==> src/rtl/serial_adder_pkg.sv <==
// Shared types and sizing helpers for the bit-serial adder.
package serial_adder_pkg;

  typedef enum logic [1:0] {
    IDLE  = 2'b00,
    SHIFT = 2'b01,
    DONE  = 2'b10
  } state_t;

  // Bit counter must hold 0..WIDTH-1; never narrower than one bit.
  function automatic int cnt_width(input int width);
    return $clog2((width < 2) ? 2 : width);
  endfunction

endpackage

==> src/rtl/full_adder_1bit.sv <==
// One-bit full adder built from two half adders and an OR for the carry.
module full_adder_1bit (
  output logic sum,
  output logic cout,
  input  logic a,
  input  logic b,
  input  logic cin
);

  logic ha0_s, ha0_c, ha1_c;

  assign ha0_s = a ^ b;
  assign ha0_c = a & b;
  assign sum   = ha0_s ^ cin;
  assign ha1_c = ha0_s & cin;
  assign cout  = ha0_c | ha1_c;

endmodule

==> src/rtl/serial_adder_fsm.sv <==
// Bit-serial WIDTH-bit adder, LSB first, one full-adder cell reused per bit.
// Optional subtract mode (sub port) is enabled by defining SERIAL_ADDER_SUB_EN.
module serial_adder_fsm
  import serial_adder_pkg::*;
#(
  parameter int WIDTH = 8
) (
  input  logic             clk,
  input  logic             rst_n,
  input  logic             in_valid,
  output logic             in_ready,
  input  logic [WIDTH-1:0] a,
  input  logic [WIDTH-1:0] b,
  input  logic             cin,
`ifdef SERIAL_ADDER_SUB_EN
  input  logic             sub,
`endif
  output logic             out_valid,
  input  logic             out_ready,
  output logic [WIDTH-1:0] sum,
  output logic             cout,
  output logic             busy
);

  localparam int CW = cnt_width(WIDTH);

  state_t           state_q, state_d;
  logic [WIDTH-1:0] a_sr_q, a_sr_d;
  logic [WIDTH-1:0] b_sr_q, b_sr_d;
  logic [WIDTH-1:0] sum_sr_q, sum_sr_d;
  logic [WIDTH-1:0] sum_next;
  logic [WIDTH-1:0] b_load;
  logic             carry_q, carry_d;
  logic             carry_load;
  logic [CW-1:0]    cnt_q, cnt_d;
  logic             fa_s, fa_c;

  full_adder_1bit u_fa (
    .sum  (fa_s),
    .cout (fa_c),
    .a    (a_sr_q[0]),
    .b    (b_sr_q[0]),
    .cin  (carry_q)
  );

`ifdef SERIAL_ADDER_SUB_EN
  // Two's-complement subtract: invert B and force the initial carry.
  assign b_load     = sub ? ~b : b;
  assign carry_load = sub | cin;
`else
  assign b_load     = b;
  assign carry_load = cin;
`endif

  // New sum bit enters at the MSB; after WIDTH shifts the word is aligned.
  if (WIDTH == 1) begin : g_sum_w1
    assign sum_next = fa_s;
  end else begin : g_sum_wn
    assign sum_next = {fa_s, sum_sr_q[WIDTH-1:1]};
  end

  always_comb begin
    state_d  = state_q;
    a_sr_d   = a_sr_q;
    b_sr_d   = b_sr_q;
    sum_sr_d = sum_sr_q;
    carry_d  = carry_q;
    cnt_d    = cnt_q;
    case (state_q)
      IDLE: begin
        if (in_valid) begin
          a_sr_d   = a;
          b_sr_d   = b_load;
          carry_d  = carry_load;
          cnt_d    = '0;
          sum_sr_d = '0;
          state_d  = SHIFT;
        end
      end
      SHIFT: begin
        sum_sr_d = sum_next;
        a_sr_d   = a_sr_q >> 1;
        b_sr_d   = b_sr_q >> 1;
        carry_d  = fa_c;
        cnt_d    = cnt_q + 1'b1;
        if (cnt_q == CW'(WIDTH - 1)) begin
          state_d = DONE;
        end
      end
      DONE: begin
        if (out_ready) begin
          state_d = IDLE;
        end
      end
      default: state_d = IDLE;
    endcase
  end

  always_ff @(posedge clk or negedge rst_n) begin
    if (!rst_n) begin
      state_q  <= IDLE;
      a_sr_q   <= '0;
      b_sr_q   <= '0;
      sum_sr_q <= '0;
      carry_q  <= 1'b0;
      cnt_q    <= '0;
    end else begin
      state_q  <= state_d;
      a_sr_q   <= a_sr_d;
      b_sr_q   <= b_sr_d;
      sum_sr_q <= sum_sr_d;
      carry_q  <= carry_d;
      cnt_q    <= cnt_d;
    end
  end

  // in_ready is gated by rst_n so it drops the instant reset asserts.
  assign in_ready  = rst_n && (state_q == IDLE);
  assign out_valid = (state_q == DONE);
  assign busy      = (state_q != IDLE);
  assign sum       = sum_sr_q;
  assign cout      = carry_q;

endmodule

==> config.mk <==
export PLATFORM = sky130hd
export DESIGN_NAME = serial_adder_fsm
export DESIGN_NICKNAME = d
export VERILOG_FILES = /design/src/rtl/serial_adder_pkg.sv /design/src/rtl/full_adder_1bit.sv /design/src/rtl/serial_adder_fsm.sv
export SDC_FILE = /design/constraint.sdc
export NUM_CORES = 1
export LEC_CHECK = 0
export BUFFER_PORTS_ARGS = -buffer_cell sky130_fd_sc_hd__buf_2
export CORE_ASPECT_RATIO = 1.4
export CORE_UTILIZATION = 55
export CTS_CLUSTER_DIAMETER = 80
export DETAILED_ROUTE_END_ITERATION = 12
export PLACE_DENSITY = 0.8
export SLEW_MARGIN = 0
export SYNTH_ARGS = -nofsm -noshare
export SYNTH_HDL_FRONTEND = slang
export SYNTH_SLANG_ARGS = --single-unit
==> constraint.sdc <==
create_clock -name clk -period 2.85 [get_ports clk]
set_input_delay 0.57 -clock clk [delete_from_list [all_inputs] [get_ports clk]]
set_output_delay 0.57 -clock clk [all_outputs]
set_load 0.005 [all_outputs]
==> metrics.txt <==
register area share after synthesis a little under half; Worst Path Max Fanout 25; Clk Latency, worst-skew pair about 0.34 ns; CTS resizes 0; endpoints failing hold 0; antenna viol nets, final 0; Final period util roughly 76%; Fmax 0.460 GHz; Yosys warning total 0; worst r2r dst cnt_q[0]; Root Driver clkbuf_4; Post-route DRC 0; DR iter-0 viols 32; CTS Buf Count 5; Worst Skew 0.00639 ns; largest net degree at the start of global routing 31; Gate Count Post-Synth about 140; post-synthesis net count ~170; htree depth 2; Simple-Gate Fraction of Synth Area approximately 23%; vias in the first global route around 1200; leakage roughly 0.0008 uW; area of the multi-input gates 684 um2; Register Area ~750 um2; Finish-stage setup viols 0; max-cap violations 0; synthesized area 0.00162 mm2; share of layout cells above drive strength 1 between 40% and 50%; status complete, no violations; Max-slew headroom just under 50%; CTS tree built; row count 22; reg2reg path depth 4; cts-stage hold buffer count 0; layout net count about 190; Max Buffers Root-to-Sink 2; Peak supply drop just over 0.6 mV; mux contribution to synthesized area less than 1%; Crit Path Class flop to output port; Core Box Area 0.00270 mm2; TNS Setup 0 ns; Worst-path clk slew approximately 0.1 ns; DR vias roughly 1200; worst r2r src state_q[0]; CP Launch Type flop; ANT cells 0; main combinational cell family by area after synthesis simple AND/OR/NAND/NOR gates; synthesis-to-finish area growth 8.34%; adder-cell share of the synthesized area under 10%; crit end category output port; Die Y-Extent roughly 66 um; critical path arrival between 1.5 and 2 ns; Die Wd between 40 and 50 um; Final Max Tran Viols 0; final worst slack between 0.6 and 0.7 ns; CP Launch Point state_q[0]; # IOs 33; pwr dens 1040 mW/mm2; PortBufs 32; initial antenna violation count 0; Unique masters post-synth 26; worst slack at placement between 1 and 1.5 ns; placer congestion estimate between 0.7 and 0.8; r2r setup slk 1.01 ns; Synth Area in XOR/XNOR 0%; die area ~0.0032 mm2; GRT Util Overall 23.4%; Final Critical Period 2.17 ns; post-synthesis compound-gate area fraction 15.6%; Final Total Pwr between 1500 and 2000 uW; Worst Path Required around 2.3 ns; Overflow after GRT 0; clk sinks 30; synthesized area per cell 11.5 um2; post-CTS repair timing setup buffer count 0; RSZ-0062 raised after global routing false; post-synthesis register bit count 30; drt total wl ~3200 um; initial core utilization about three fifths; Hold WC Path Type input pin to asynchronous set/reset pin; # fillers 240; WL/cell ~15 um; HPWL after DPL around 2200 um; Via density a little under 6; first-pass iteration count of the detailed router 4; first-pass GRT wire length around 5200 um; pin slew with the least headroom to its limit between 0.7 and 0.8 ns
[how the worst max path moves through the flow]
stage,to,cells past startpoint
finish,out_valid,3
global route,out_valid,3
CTS,out_valid,3
detailed placement,sum[4],3
global placement,out_valid,3
floorplan,in_ready,3
[metal layers]
layer / global-route usage (%) / vias up / share of wire, %
li1: - / 575 / -
met2: 36.5 / 40 / 51
met5: 0 / - / 0
met1: 29.1 / 573 / 43
met4: 8.68 / 0 / 1.4
met3: 7.65 / 7 / 4.6
[per-stage QoR]
step	hold WS [ns]	utilization, %	area [um2]	std cells
3_3_place_gp	0.480	62.2	1680	198
5_1_grt	0.255	65.1	1760	206
6_report	0.238	65.1	1760	206
4_1_cts	0.252	65.1	1760	206
2_1_floorplan	0.274	-	1620	141
3_5_place_dp	0.482	62.2	1680	198
[placed cells by master, fill, tap and decap left out]
cell type / netlist / final
buf_2: 0 / 32
dfrtp_1: 30 / 30
nor3_2: 20 / 20
nor3_1: 16 / 16
o22ai_1: 14 / 14
a22o_1: 9 / 9
nor2_1: 6 / 6
o21ai_0: 6 / 6
inv_1: 5 / 5
nand2_1: 5 / 5
clkbuf_4: 0 / 5
o32ai_1: 3 / 3
or2_2: 2 / 2
ha_1: 2 / 2
clkinv_2: 0 / 2
buf_4: 2 / 2
inv_2: 1 / 1
nor2b_4: 1 / 1
nand2b_4: 1 / 1
a221oi_2: 1 / 1
o21bai_1: 1 / 1
nand2b_1: 1 / 1
o31ai_1: 1 / 1
and2b_2: 1 / 1
mux2i_1: 1 / 1
fa_1: 1 / 1
bufinv_16: 0 / 1
[Yosys cell counts]
master	number	area [um2]
nand2b_4	1	13.8
nand2_1	5	18.8
buf_4	2	15.0
and2b_2	1	8.76
nand2b_1	1	6.26
clkbuf_8	6	82.6
o21ai_0	6	30.0
o32ai_1	3	26.3
or2_2	2	12.5
o22ai_1	14	87.6
a221oi_2	1	15.0
ha_1	2	25.0
dfrtp_1	30	751
nor2_1	6	22.5
buf_6	4	45.0
buf_12	1	20.0
nor3_1	16	80.1
mux2i_1	1	10.0
a22o_1	9	78.8
nor3_2	20	200
o31ai_1	1	7.51
fa_1	1	20.0
o21bai_1	1	7.51
inv_1	5	18.8
nor2b_4	1	13.8
inv_2	1	3.75
[worst max-delay path, cell delays in order (launching register included)]
cell     delay [ns]
dfrtp_1        0.66
buf_4          0.38
nor2_1         0.08
buf_2          0.13
[report_power, final]
part / leakage, uW / switching [uW] / internal, uW
registers: 0.000365 / 166 / 619
logic: 0.000390 / 378 / 326
clock network: 0.0000450 / 159 / 182
[area by class of cell]
cell class | instances | share of cell area [%]
flip-flops and latches | 30 | 42.8
multi-input cells | 92 | 39.0
repair buffers | 34 | 9.98
well taps | 36 | 2.57
clock inverters | 3 | 2.28
clock buffers | 5 | 2.14
inverters | 6 | 1.28
[flip-flops by register name (all words and copies together) (netlist names)]
name	flops
b_sr_q	8
cnt_q	3
state_q	2
a_sr_q	8
sum	8
cout	1
[cells by family (layout without fill, tap and decap cells)]
group	count (synthesis)	count (layout)
AO/OA/AOI/OAI	35	35
adder cells (fa/ha/maj)	3	3
buffers and inverters	19	48
flip-flops	30	30
multiplexers	1	1
AND/OR/NAND/NOR	53	53
(Power assumes the default switching activity.)
